File: config.mk
export PLATFORM = sky130hd
export DESIGN_NAME = id_stage
export DESIGN_NICKNAME = d
export VERILOG_FILES = /design/src/rtl/id_stage_pkg.sv /design/src/rtl/id_stage_reg_file.sv /design/src/rtl/id_stage.sv
export SDC_FILE = /design/constraint.sdc
export NUM_CORES = 2
export LEC_CHECK = 0
export ABC_AREA = 1
export ABC_CLOCK_PERIOD_IN_PS = 6700
export BUFFER_PORTS_ARGS = -buffer_cell sky130_fd_sc_hd__clkbuf_2
export CAP_MARGIN = 20
export CELL_PAD_IN_SITES_DETAIL_PLACEMENT = 1
export CELL_PAD_IN_SITES_GLOBAL_PLACEMENT = 1
export CORE_ASPECT_RATIO = 1.25
export CORE_MARGIN = 8
export CORE_UTILIZATION = 47
export DETAILED_ROUTE_END_ITERATION = 16
export PLACE_DENSITY_LB_ADDON = 0.1
export SYNTH_ARGS = -nofsm -noshare
export SYNTH_HDL_FRONTEND = slang
export SYNTH_SLANG_ARGS = --single-unit
File: constraint.sdc
create_clock -name clk_i -period 6.7 [get_ports clk_i]
set_clock_uncertainty 0.15 [all_clocks]
set_input_delay 1.34 -clock clk_i [delete_from_list [all_inputs] [get_ports clk_i]]
set_output_delay 1.34 -clock clk_i [all_outputs]
set_load 0.005 [all_outputs]
File: src/rtl/id_stage_pkg.sv
// Shared RV32I decode types and encodings used by the ID stage and its register file.
package id_stage_pkg;

    localparam int DATA_W = 32;

    typedef enum logic [6:0] {
        OPC_LOAD     = 7'h03,
        OPC_MISC_MEM = 7'h0F,
        OPC_OP_IMM   = 7'h13,
        OPC_AUIPC    = 7'h17,
        OPC_STORE    = 7'h23,
        OPC_OP       = 7'h33,
        OPC_LUI      = 7'h37,
        OPC_BRANCH   = 7'h63,
        OPC_JALR     = 7'h67,
        OPC_JAL      = 7'h6F,
        OPC_SYSTEM   = 7'h73
    } opcode_t;

    localparam logic [2:0] F3_BEQ  = 3'b000;
    localparam logic [2:0] F3_BNE  = 3'b001;
    localparam logic [2:0] F3_BLT  = 3'b100;
    localparam logic [2:0] F3_BGE  = 3'b101;
    localparam logic [2:0] F3_BLTU = 3'b110;
    localparam logic [2:0] F3_BGEU = 3'b111;

    typedef enum logic [3:0] {
        ALU_ADD   = 4'd0,
        ALU_SUB   = 4'd1,
        ALU_SLL   = 4'd2,
        ALU_SLT   = 4'd3,
        ALU_SLTU  = 4'd4,
        ALU_XOR   = 4'd5,
        ALU_SRL   = 4'd6,
        ALU_SRA   = 4'd7,
        ALU_OR    = 4'd8,
        ALU_AND   = 4'd9,
        ALU_LUI   = 4'd10,
        ALU_AUIPC = 4'd11
    } alu_op_t;

    typedef enum logic [1:0] {
        RD_ALU = 2'b00,
        RD_MEM = 2'b01,
        RD_PC4 = 2'b10
    } rd_src_t;

    typedef enum logic [1:0] {
        FWD_RF     = 2'b00,
        FWD_EX     = 2'b01,
        FWD_MEM    = 2'b10,
        FWD_RF_ALT = 2'b11
    } fwd_sel_t;

    localparam logic [3:0] MEM_NONE = 4'b0000;

    // {store, load_unsigned, size}; a byte load also encodes as 0, so EX tells loads apart by rd_src.
    function automatic logic [3:0] mem_op_enc(input logic store, input logic [2:0] f3);
        return {store, f3[2] & ~store, f3[1:0]};
    endfunction

    typedef struct packed {
        logic              valid;
        logic [DATA_W-1:0] pc;
        logic [DATA_W-1:0] rs1_data;
        logic [DATA_W-1:0] rs2_data;
        logic [DATA_W-1:0] imm;
        alu_op_t           alu_op;
        logic              alu_src;
        logic [4:0]        rd_addr;
        logic              rd_wr_en;
        rd_src_t           rd_src;
        logic [3:0]        mem_op;
        logic              illegal;
    } id_ex_t;

endpackage

File: src/rtl/id_stage_reg_file.sv
// 32x32 register file: two combinational read ports, one synchronous write port, sync reset.
// Optional RF_WB_BYPASS_EN makes a same-cycle write visible on the read ports (write-first).
module id_stage_reg_file
    import id_stage_pkg::*;
(
    input  logic              clk,
    input  logic              rst,
    input  logic [4:0]        rs1_addr,
    input  logic [4:0]        rs2_addr,
    output logic [DATA_W-1:0] rs1_data,
    output logic [DATA_W-1:0] rs2_data,
    input  logic              wr_en,
    input  logic [4:0]        wr_addr,
    input  logic [DATA_W-1:0] wr_data
);

    logic [DATA_W-1:0] regs [32];

    always_ff @(posedge clk) begin
        if (rst) begin
            for (int i = 0; i < 32; i++) begin
                regs[i] <= '0;
            end
        end else if (wr_en && (wr_addr != 5'd0)) begin
            regs[wr_addr] <= wr_data;
        end
    end

`ifdef RF_WB_BYPASS_EN
    logic wr_live;
    assign wr_live  = wr_en && (wr_addr != 5'd0);
    assign rs1_data = (wr_live && (wr_addr == rs1_addr)) ? wr_data : regs[rs1_addr];
    assign rs2_data = (wr_live && (wr_addr == rs2_addr)) ? wr_data : regs[rs2_addr];
`else
    assign rs1_data = regs[rs1_addr];
    assign rs2_data = regs[rs2_addr];
`endif

endmodule

File: src/rtl/id_stage.sv
// RV32I decode stage: decoder, immediate generation, operand forwarding, branch resolution
// and the ID/EX pipeline register. Optional macro RF_WB_BYPASS_EN enables register-file write-through.
module id_stage
    import id_stage_pkg::*;
#(
    parameter int              XLEN     = DATA_W,
    parameter logic [XLEN-1:0] RESET_PC = '0
) (
    input  logic            clk_i,
    input  logic            rst_i,
    input  logic            id_valid_i,
    input  logic [XLEN-1:0] id_pc_i,
    input  logic [31:0]     id_instr_i,
    input  logic            stall_i,
    input  logic            flush_i,
    input  logic [1:0]      forward_reg1_i,
    input  logic [1:0]      forward_reg2_i,
    input  logic [XLEN-1:0] ex_fwd_data_i,
    input  logic [XLEN-1:0] mem_fwd_data_i,
    input  logic            wb_rd_wr_en_i,
    input  logic [4:0]      wb_rd_addr_i,
    input  logic [XLEN-1:0] wb_rd_data_i,
    output logic            branch_en_o,
    output logic [XLEN-1:0] branch_target_o,
    output logic [4:0]      rs1_addr_o,
    output logic [4:0]      rs2_addr_o,
    output logic            ex_valid_o,
    output logic [XLEN-1:0] ex_pc_o,
    output logic [XLEN-1:0] ex_rs1_data_o,
    output logic [XLEN-1:0] ex_rs2_data_o,
    output logic [XLEN-1:0] ex_imm_o,
    output logic [3:0]      ex_alu_op_o,
    output logic            ex_alu_src_o,
    output logic [4:0]      ex_rd_addr_o,
    output logic            ex_rd_wr_en_o,
    output logic [1:0]      ex_rd_src_o,
    output logic [3:0]      ex_mem_op_o,
    output logic            ex_illegal_o
);

    logic [6:0]      opcode;
    logic [2:0]      f3;
    logic [4:0]      rd;
    logic [XLEN-1:0] rf_rs1, rf_rs2, rs1_val, rs2_val;
    logic [XLEN-1:0] imm_i, imm_s, imm_b, imm_u, imm_j, imm;
    logic [XLEN-1:0] jalr_sum;
    logic            writes_rd, is_branch, is_jal, is_jalr, cond;
    id_ex_t          dec, ex_q;

    assign opcode     = id_instr_i[6:0];
    assign f3         = id_instr_i[14:12];
    assign rd         = id_instr_i[11:7];
    assign rs1_addr_o = id_instr_i[19:15];
    assign rs2_addr_o = id_instr_i[24:20];

    id_stage_reg_file u_reg_file (
        .clk      (clk_i),
        .rst      (rst_i),
        .rs1_addr (rs1_addr_o),
        .rs2_addr (rs2_addr_o),
        .rs1_data (rf_rs1),
        .rs2_data (rf_rs2),
        .wr_en    (wb_rd_wr_en_i),
        .wr_addr  (wb_rd_addr_i),
        .wr_data  (wb_rd_data_i)
    );

    // x0 always reads as zero, even when a forwarding path is selected.
    function automatic logic [XLEN-1:0] fwd_mux(input logic [1:0] sel, input logic [4:0] addr,
                                                input logic [XLEN-1:0] rf, input logic [XLEN-1:0] ex,
                                                input logic [XLEN-1:0] mem);
        logic [XLEN-1:0] r;
        case (fwd_sel_t'(sel))
            FWD_EX:  r = ex;
            FWD_MEM: r = mem;
            default: r = rf;
        endcase
        if (addr == 5'd0) r = '0;
        return r;
    endfunction

    assign rs1_val = fwd_mux(forward_reg1_i, rs1_addr_o, rf_rs1, ex_fwd_data_i, mem_fwd_data_i);
    assign rs2_val = fwd_mux(forward_reg2_i, rs2_addr_o, rf_rs2, ex_fwd_data_i, mem_fwd_data_i);

    assign imm_i = {{20{id_instr_i[31]}}, id_instr_i[31:20]};
    assign imm_s = {{20{id_instr_i[31]}}, id_instr_i[31:25], id_instr_i[11:7]};
    assign imm_b = {{19{id_instr_i[31]}}, id_instr_i[31], id_instr_i[7], id_instr_i[30:25],
                    id_instr_i[11:8], 1'b0};
    assign imm_u = {id_instr_i[31:12], 12'b0};
    assign imm_j = {{11{id_instr_i[31]}}, id_instr_i[31], id_instr_i[19:12], id_instr_i[20],
                    id_instr_i[30:21], 1'b0};

    function automatic alu_op_t alu_decode(input logic [2:0] fn3, input logic alt, input logic is_imm);
        alu_op_t op;
        case (fn3)
            3'b000:  op = (alt && !is_imm) ? ALU_SUB : ALU_ADD;
            3'b001:  op = ALU_SLL;
            3'b010:  op = ALU_SLT;
            3'b011:  op = ALU_SLTU;
            3'b100:  op = ALU_XOR;
            3'b101:  op = alt ? ALU_SRA : ALU_SRL;
            3'b110:  op = ALU_OR;
            default: op = ALU_AND;
        endcase
        return op;
    endfunction

    always_comb begin
        dec          = '0;
        dec.valid    = 1'b1;
        dec.pc       = id_pc_i;
        dec.rs1_data = rs1_val;
        dec.rs2_data = rs2_val;
        dec.alu_op   = ALU_ADD;
        dec.rd_src   = RD_ALU;
        dec.mem_op   = MEM_NONE;
        imm          = '0;
        writes_rd    = 1'b0;
        is_branch    = 1'b0;
        is_jal       = 1'b0;
        is_jalr      = 1'b0;
        case (opcode)
            OPC_LUI: begin
                imm = imm_u; dec.alu_op = ALU_LUI; dec.alu_src = 1'b1; writes_rd = 1'b1;
            end
            OPC_AUIPC: begin
                imm = imm_u; dec.alu_op = ALU_AUIPC; dec.alu_src = 1'b1; writes_rd = 1'b1;
            end
            OPC_JAL: begin
                imm = imm_j; dec.rd_src = RD_PC4; writes_rd = 1'b1; is_jal = 1'b1;
            end
            OPC_JALR: begin
                imm = imm_i; dec.alu_src = 1'b1; dec.rd_src = RD_PC4; writes_rd = 1'b1; is_jalr = 1'b1;
            end
            OPC_BRANCH: begin
                imm = imm_b; dec.alu_op = ALU_SUB; is_branch = 1'b1;
            end
            OPC_LOAD: begin
                imm = imm_i; dec.alu_src = 1'b1; dec.rd_src = RD_MEM; writes_rd = 1'b1;
                dec.mem_op = mem_op_enc(1'b0, f3);
            end
            OPC_STORE: begin
                imm = imm_s; dec.alu_src = 1'b1; dec.mem_op = mem_op_enc(1'b1, f3);
            end
            OPC_OP_IMM: begin
                imm = imm_i; dec.alu_src = 1'b1; writes_rd = 1'b1;
                dec.alu_op = alu_decode(f3, id_instr_i[30], 1'b1);
            end
            OPC_OP: begin
                writes_rd = 1'b1; dec.alu_op = alu_decode(f3, id_instr_i[30], 1'b0);
            end
            OPC_MISC_MEM, OPC_SYSTEM: begin
                // FENCE/ECALL/EBREAK travel down the pipe as side-effect-free NOPs.
            end
            default: dec.illegal = 1'b1;
        endcase
        dec.imm      = imm;
        dec.rd_wr_en = writes_rd & (rd != 5'd0);
        dec.rd_addr  = dec.rd_wr_en ? rd : 5'd0;
    end

    always_comb begin
        case (f3)
            F3_BEQ:  cond = (rs1_val == rs2_val);
            F3_BNE:  cond = (rs1_val != rs2_val);
            F3_BLT:  cond = ($signed(rs1_val) <  $signed(rs2_val));
            F3_BGE:  cond = ($signed(rs1_val) >= $signed(rs2_val));
            F3_BLTU: cond = (rs1_val <  rs2_val);
            F3_BGEU: cond = (rs1_val >= rs2_val);
            default: cond = 1'b0;
        endcase
    end

    assign jalr_sum        = rs1_val + imm;
    assign branch_target_o = is_jalr ? {jalr_sum[XLEN-1:1], 1'b0} : (id_pc_i + imm);
    assign branch_en_o     = id_valid_i & ~stall_i & ~flush_i &
                             (is_jal | is_jalr | (is_branch & cond));

    function automatic id_ex_t bubble();
        id_ex_t b;
        b    = '0;
        b.pc = RESET_PC;
        return b;
    endfunction

    always_ff @(posedge clk_i) begin
        if (rst_i) begin
            ex_q <= bubble();
        end else if (flush_i || stall_i || !id_valid_i) begin
            ex_q <= bubble();
        end else begin
            ex_q <= dec;
        end
    end

    assign ex_valid_o    = ex_q.valid;
    assign ex_pc_o       = ex_q.pc;
    assign ex_rs1_data_o = ex_q.rs1_data;
    assign ex_rs2_data_o = ex_q.rs2_data;
    assign ex_imm_o      = ex_q.imm;
    assign ex_alu_op_o   = ex_q.alu_op;
    assign ex_alu_src_o  = ex_q.alu_src;
    assign ex_rd_addr_o  = ex_q.rd_addr;
    assign ex_rd_wr_en_o = ex_q.rd_wr_en;
    assign ex_rd_src_o   = ex_q.rd_src;
    assign ex_mem_op_o   = ex_q.mem_op;
    assign ex_illegal_o  = ex_q.illegal;

endmodule
# --- Word level (Yosys, flattened, before mapping) ---
# Memory sizes are Yosys's and may differ from the RTL's.
# Cells that the tools add are included.
# Widths: inputs -> output; s select.
totals:
  regBits: 147
  mem_bits_rw: 1024
  in_bits: 175
  output_inout_bits: 190
  elab_cells: 101
  memories: 1
mem_list:
  columns: ["memory", "depth", "width", "read_ports", "rd_ports_with_merged_regs", "write_ports", "line", "source"]
  rows:
  - ["u_reg_file.regs", 32, 32, 2, 0, 32, "id_stage_reg_file.sv:17", "logic [DATA_W-1:0] regs [32];"]
classes:
  n_addsub: 2
  order_cmp: 4
  eq_ne: 24
  n_mux: 30
  n_bitwise: 10
  reduce_logical: 18
ops:
  columns: ["op", "n"]
  rows:
  - ["$pmux 32 s5", 1]
  - ["$mux 147", 1]
  - ["$mux 32", 4]
  - ["$pmux 32 s2", 2]
  - ["$add 32x32->32", 2]
  - ["$ge 32x32->1", 2]
  - ["$lt 32x32->1", 2]
  - ["$pmux 4 s7", 2]
  - ["$eq 32x32->1", 1]
  - ["$ne 32x32->1", 1]
  - ["$reduce_or 32->1", 1]
  - ["$eq 7x7->1 const B", 4]
  - ["$eq 7x6->1 const B", 3]
  - ["$pmux 4 s5", 1]
  - ["$eq 7x5->1 const B", 2]
  - ["$mux 1", 14]
  - ["$eq 3x3->1 const B", 4]
  - ["$reduce_or 11->1", 1]
  - ["$logic_not 5->1", 2]
  - ["$mux 5", 2]
  - ["$reduce_bool 5->1", 2]
  - ["$pmux 4 s2", 1]
  - ["$eq 7x2->1 const B", 1]
  - ["$eq 7x4->1 const B", 1]
  - ["other kinds (17)", 31]

# --- Depth between registers and ports, before layout ---
depth:
  ltp_word: 8
  mapped_depth: 30
  mapped_depth_nobuf: 30

# --- Hierarchy ---
# A second synthesis with hierarchy kept.
hier_totals:
  hier_cells: 8833
  area_unflattened_um2: 67365.9
modules_own_cells:
  columns: ["mod", "n_inst", "cells_per_inst", "area_each_um2", "seq_area_each_um2"]
  rows:
  - ["id_stage_reg_file", 1, 7191, 56678.1, 30749.5]
  - ["id_stage", 1, 1642, 10687.8, 2942.8]

# --- Least setup slack after synthesis ---
# Ideal clock, no wire load.
synth_timing:
  path_kind: "in2out"
  startpoint: "in id_instr_i[20]"
  endpoint: "out branch_en_o"
  t_arrival_ns: 4.723
  t_required_ns: 5.210
  path_slack_ns: 0.487
  stages: 25
  n_path_buf: 6
  cell_sequence: "buf_4 -> buf_2 -> buf_4 -> buf_4 -> buf_2 -> clkbuf_1 -> nor2_1 -> o22ai_1 -> nor2_1 -> o221ai_1 -> o21ai_1 -> nand2_1 -> nand3_1 -> ha_1 -> a21oi_1 -> nor2_1 -> a211oi_1 -> o221ai_1 -> a221oi_1 -> nand3_1 -> nand3_1 -> nand2_1 -> nand3_1 -> nand2_1 -> a21oi_1"
synth_via:
  elab_chain_cells: 8
  elab_cells_between_ends: 14
  cone_classes: "4 x order compare; 2 x eq/ne; 3 x mux; 3 x bitwise; 1 x reduce/logical; 1 x memory"
synth_rtl:
  columns: ["element", "line", "source"]
  rows:
  - ["start, declared", "id_stage.sv:13", "input logic [31:0] id_instr_i,"]
  - ["$mem_v2 32x32", null, null]
  - ["$pmux 32 s2", "id_stage.sv:73", "case (fwd_sel_t'(sel))"]
  - ["$mux 32 (*)", "id_stage.sv:78", "if (addr == 5'd0) r = '0;"]
  - ["$ge 32x32->1, or another cell as far along", "id_stage.sv:169", "F3_BGEU: cond = (rs1_val >= rs2_val);"]
  - ["$pmux 1 s6 (*)", "id_stage.sv:163", "case (f3)"]
  - ["$and 1x1->1 (*)", "id_stage.sv:177", "(is_jal | is_jalr | (is_branch & cond));"]
  - ["$or 1x1->1 (*)", "id_stage.sv:177", null]
  - ["$and 1x1->1 (*)", "id_stage.sv:176", "assign branch_en_o = id_valid_i & ~stall_i & ~flush_i &"]
  - ["end, declared", "id_stage.sv:23", "output logic branch_en_o,"]
# Every way passes the cells marked *; elsewhere a longest branch is shown, timed or not.

==> summary.md <==
| Metric | Value |
|---|---|
| Synthesized cell area | `63930 um2` |
| Clock buffer depth | `3` |
| Grt met2 use | `67.76%` |
| Fin. max-slew vios | `0` |
| Syn_area_per_cell | `8.398 um2` |
| Largest net degree at the start of global routing | `63` |
| Number of distinct library cells after synthesis | `62` |
| Met3 Use GR | `11.02%` |
| Syn Inst Count | `7612` |
| RSZ-0062 raised after global routing | `true` |
| Max-cap viol count | `0` |
| Hpwl dp | `220900 um` |
| Antenna-violating nets left | `0` |
| Routability cong. | `0.9983` |
| Arrival time worst endpoint | `5300 ps` |
| R2R depth | `10` |
| Hold buffer count at CTS | `0` |
| Nets | `8627` |
| Req. time, crit path | `5210 ps` |
| Total wire length | `346400 um` |
| Proportion of layout cells with a drive suffix above 1 | `20.96%` |
| Maximum vdd drop | `0.2450 mV` |
| Yosys Warn Count | `0` |
| Layout Cells excl Fill | `10220` |
| Fmax | `0.1472 GHz` |
| Top_reg_cell synth | `edfxtp_1` |
| Die H | `428.3 um` |
| Die area | `148100 um2` |
| Initial Util | `47.26%` |
| Antenna violations before repair | `23` |
| CTS tree | `built` |
| Max_slew headroom | `20.64%` |
| Fin crit share | `101.4%` |
| # H-tree levels | `3` |
| Total congestion overflow | `0` |
| DP Cell Count | `9893` |
| Final setup fails | `11` |
| GRT Util Overall | `43.65%` |
| First-pass DRT Iterations | `6` |
| Worst-path fanout max | `14` |
| PwrDens | `244.3 nW/um2` |
| Post-DP Area | `73100 um2` |
| Total core area | `135300 um2` |
| Vias | `69520` |
| Vias in the first global route | `69350` |
| Chip Width | `345.9 um` |
| Hold slack | `611.5 ps` |
| Startpoint types | `input port` |
| Ys async rst share | `0%` |
| Dpl ws | `-739.3 ps` |
| Final Critical Period | `6794 ps` |
| Status | `finished, violations left` |
| Post-synth EDFFs | `1024` |
| PortBufs | `364` |
| Residual DRC count | `0` |
| Root Driver | `clkbuf_16` |
| I/O pin count | `365` |
| Worst Tran Pin Value | `1186 ps` |
| Gr busiest metal | `met2` |
| Static Leak | `0.03227 uW` |
| Final hold vios | `0` |
| Clock Latency Late Sink | `810 ps` |
| CTS sink cnt | `1171` |
| Drt wl/cell | `33.89 um` |
| Failing checks | `negative setup slack` |
| Met1 Use GR | `51.98%` |
| Min-Delay Path Depth | `3` |
| Num CTS Buffers | `121` |
| Fin worst setup slack | `-93.83 ps` |
| Yosys reg bits | `1171` |
| Design Area, Final | `80550 um2` |
| Row Count | `151` |
| Drt first-iter violations | `9957` |
| Endpoint class of the critical path | `primary output` |
| Clock transition at path regs | `60 ps` |
| Post-synthesis sequential area ratio | `52.70%` |
| Min-Delay Path Class | `input port to register` |
| WS Path Type | `input port to primary output` |
| DR vias/cell | `6.802` |
| Layout area overhead | `26.01%` |
| First-pass GRT wire length | `478500 um` |
logic make-up after synthesis:
family                   synth area share, %
AO/OA/AOI/OAI                          19.90
XOR/XNOR                              0.2055
other                               0.005866
flip-flops                             52.70
multiplexers                         0.01566
adder cells (fa/ha/maj)                1.922
buffers and inverters                  5.971
AND/OR/NAND/NOR                        19.27
layer usage:
layer  vias to the layer above  routed length, um
met1                     34000             117000
met4                        14              33010
li1                      28090                  -
met3                      1708              45040
met5                         -                 90
met2                      5709             151200
final cells by class:
type                            instances  area [um2]
Antenna cell                            8       20.02
Clock buffer                          154        3291
Tap cell                             1759        2201
Sequential cell                      1171       33690
Fill cell                           15590       54720
Timing Repair Buffer                 1279       11740
Inverter                              246        1005
Multi-Input combinational cell       5534       27730
Clock inverter                         68       850.8
Timing Repair inverter                  2       22.52
critical path, cell delays in order:
cell and delay [ps]:
clkbuf_16 200, clkinv_8 110, buf_12 180, bufbuf_16 310, o21ai_0 100, o22ai_1 90
o21ai_0 330, o22ai_1 170, buf_4 210, o21ai_4 250, a21oi_1 120, buf_4 170
ha_1 310, nand2_1 100, inv_1 110, nand3_1 130, o21ai_2 230, nand2_1 100
nand2_2 120, buf_4 120, xor2_1 160, nand2_1 80, nand2_1 120, clkbuf_2 130
power by group:
group / switching [uW] / total (uW) / internal, uW
logic: 2500 / 3860 / 1360
registers: 219 / 8510 / 8290
clock network: 3150 / 7300 / 4160
total: 5860 / 19700 / 13800
synthesized netlist by cell type (12+ instances only):
library cell	count	share of area, %
clkbuf_1	547	3.2
a221o_1	64	1.0
nand4_1	12	0.12
nor3_1	39	0.31
nand2_2	12	0.12
buf_4	27	0.32
edfxtp_1	1024	48
nand2_1	456	2.7
buf_2	89	0.70
o21ai_1	135	1.1
inv_1	231	1.4
o32ai_1	24	0.33
and2_1	29	0.28
o22ai_1	542	5.3
o221ai_1	57	0.78
a21oi_1	138	1.1
dfxtp_1	147	4.6
nor2_1	2421	14
o21ai_0	1229	9.6
buf_1	19	0.11
nand3_1	143	1.1
ha_1	95	1.9
sequential cells by signal, indices dropped and copies added (netlist names), 2 cells and up:
signal	cells
ex_rd_addr_o	5
ex_imm_o	32
ex_rs2_data_o	32
ex_pc_o	32
ex_rs1_data_o	32
ex_mem_op_o	4
ex_rd_src_o	2
ex_alu_op_o	4
u_reg_file.regs	1024
final timing paths:
kind                                        start                           end  slack, ps
max                                id_instr_i[16]           branch_target_o[13]        -90
min reg2reg  u_reg_file.regs[0][10]$_SDFFCE_PN0P_  ex_rs2_data_o[10]$_SDFF_PP0_       1060
max reg2reg  u_reg_file.regs[22][1]$_SDFFCE_PN0P_   ex_rs2_data_o[1]$_SDFF_PP0_       4150
min                                    id_pc_i[3]         ex_pc_o[3]$_SDFF_PP0_        610
per-stage QoR:
step / util [%] / setup TNS [ps] / power, uW
finish: 59.55 / -498.6 / 19680
global route: 59.54 / -2407 / 20040
CTS: 57.99 / -27.65 / 19270
detailed placement: 54.04 / -5084 / 12010
global placement: 53.88 / -2826 / 11910
floorplan: - / 0 / 10170
repair_timing:
action                                  CTS  global route
buffers inserted                         14            33
endpoints found under the setup margin   27            23
gates cloned                             13            20
resized for setup                       137           221
hold endpoints to repair                  0             0
pin swaps                                15            54
cells in the final DEF (no fill, tap or decap), types with 10 or more instances in the layout:
master,count
nand3_1,134
a21oi_2,37
inv_2,13
conb_1,32
nor2_1,2410
inv_1,225
clkinv_2,16
edfxtp_1,1024
buf_12,95
nand3_2,13
xor2_1,10
dfxtp_1,147
o221ai_2,14
o32ai_2,10
ha_1,87
a221o_1,64
nand2_1,385
o32ai_1,12
bufinv_16,18
o22ai_1,527
o221ai_1,43
buf_6,28
nand2_2,81
o22ai_2,14
clkbuf_16,145
o21ai_0,1182
nor3_1,28
clkbuf_1,21
nor3_2,10
nand4_1,12
buf_16,55
o21ai_2,36
clkinv_1,19
buf_4,708
o21ai_1,141
clkbuf_2,356
and2_1,29
a21oi_1,100
Power figures use the tool's default switching activity.
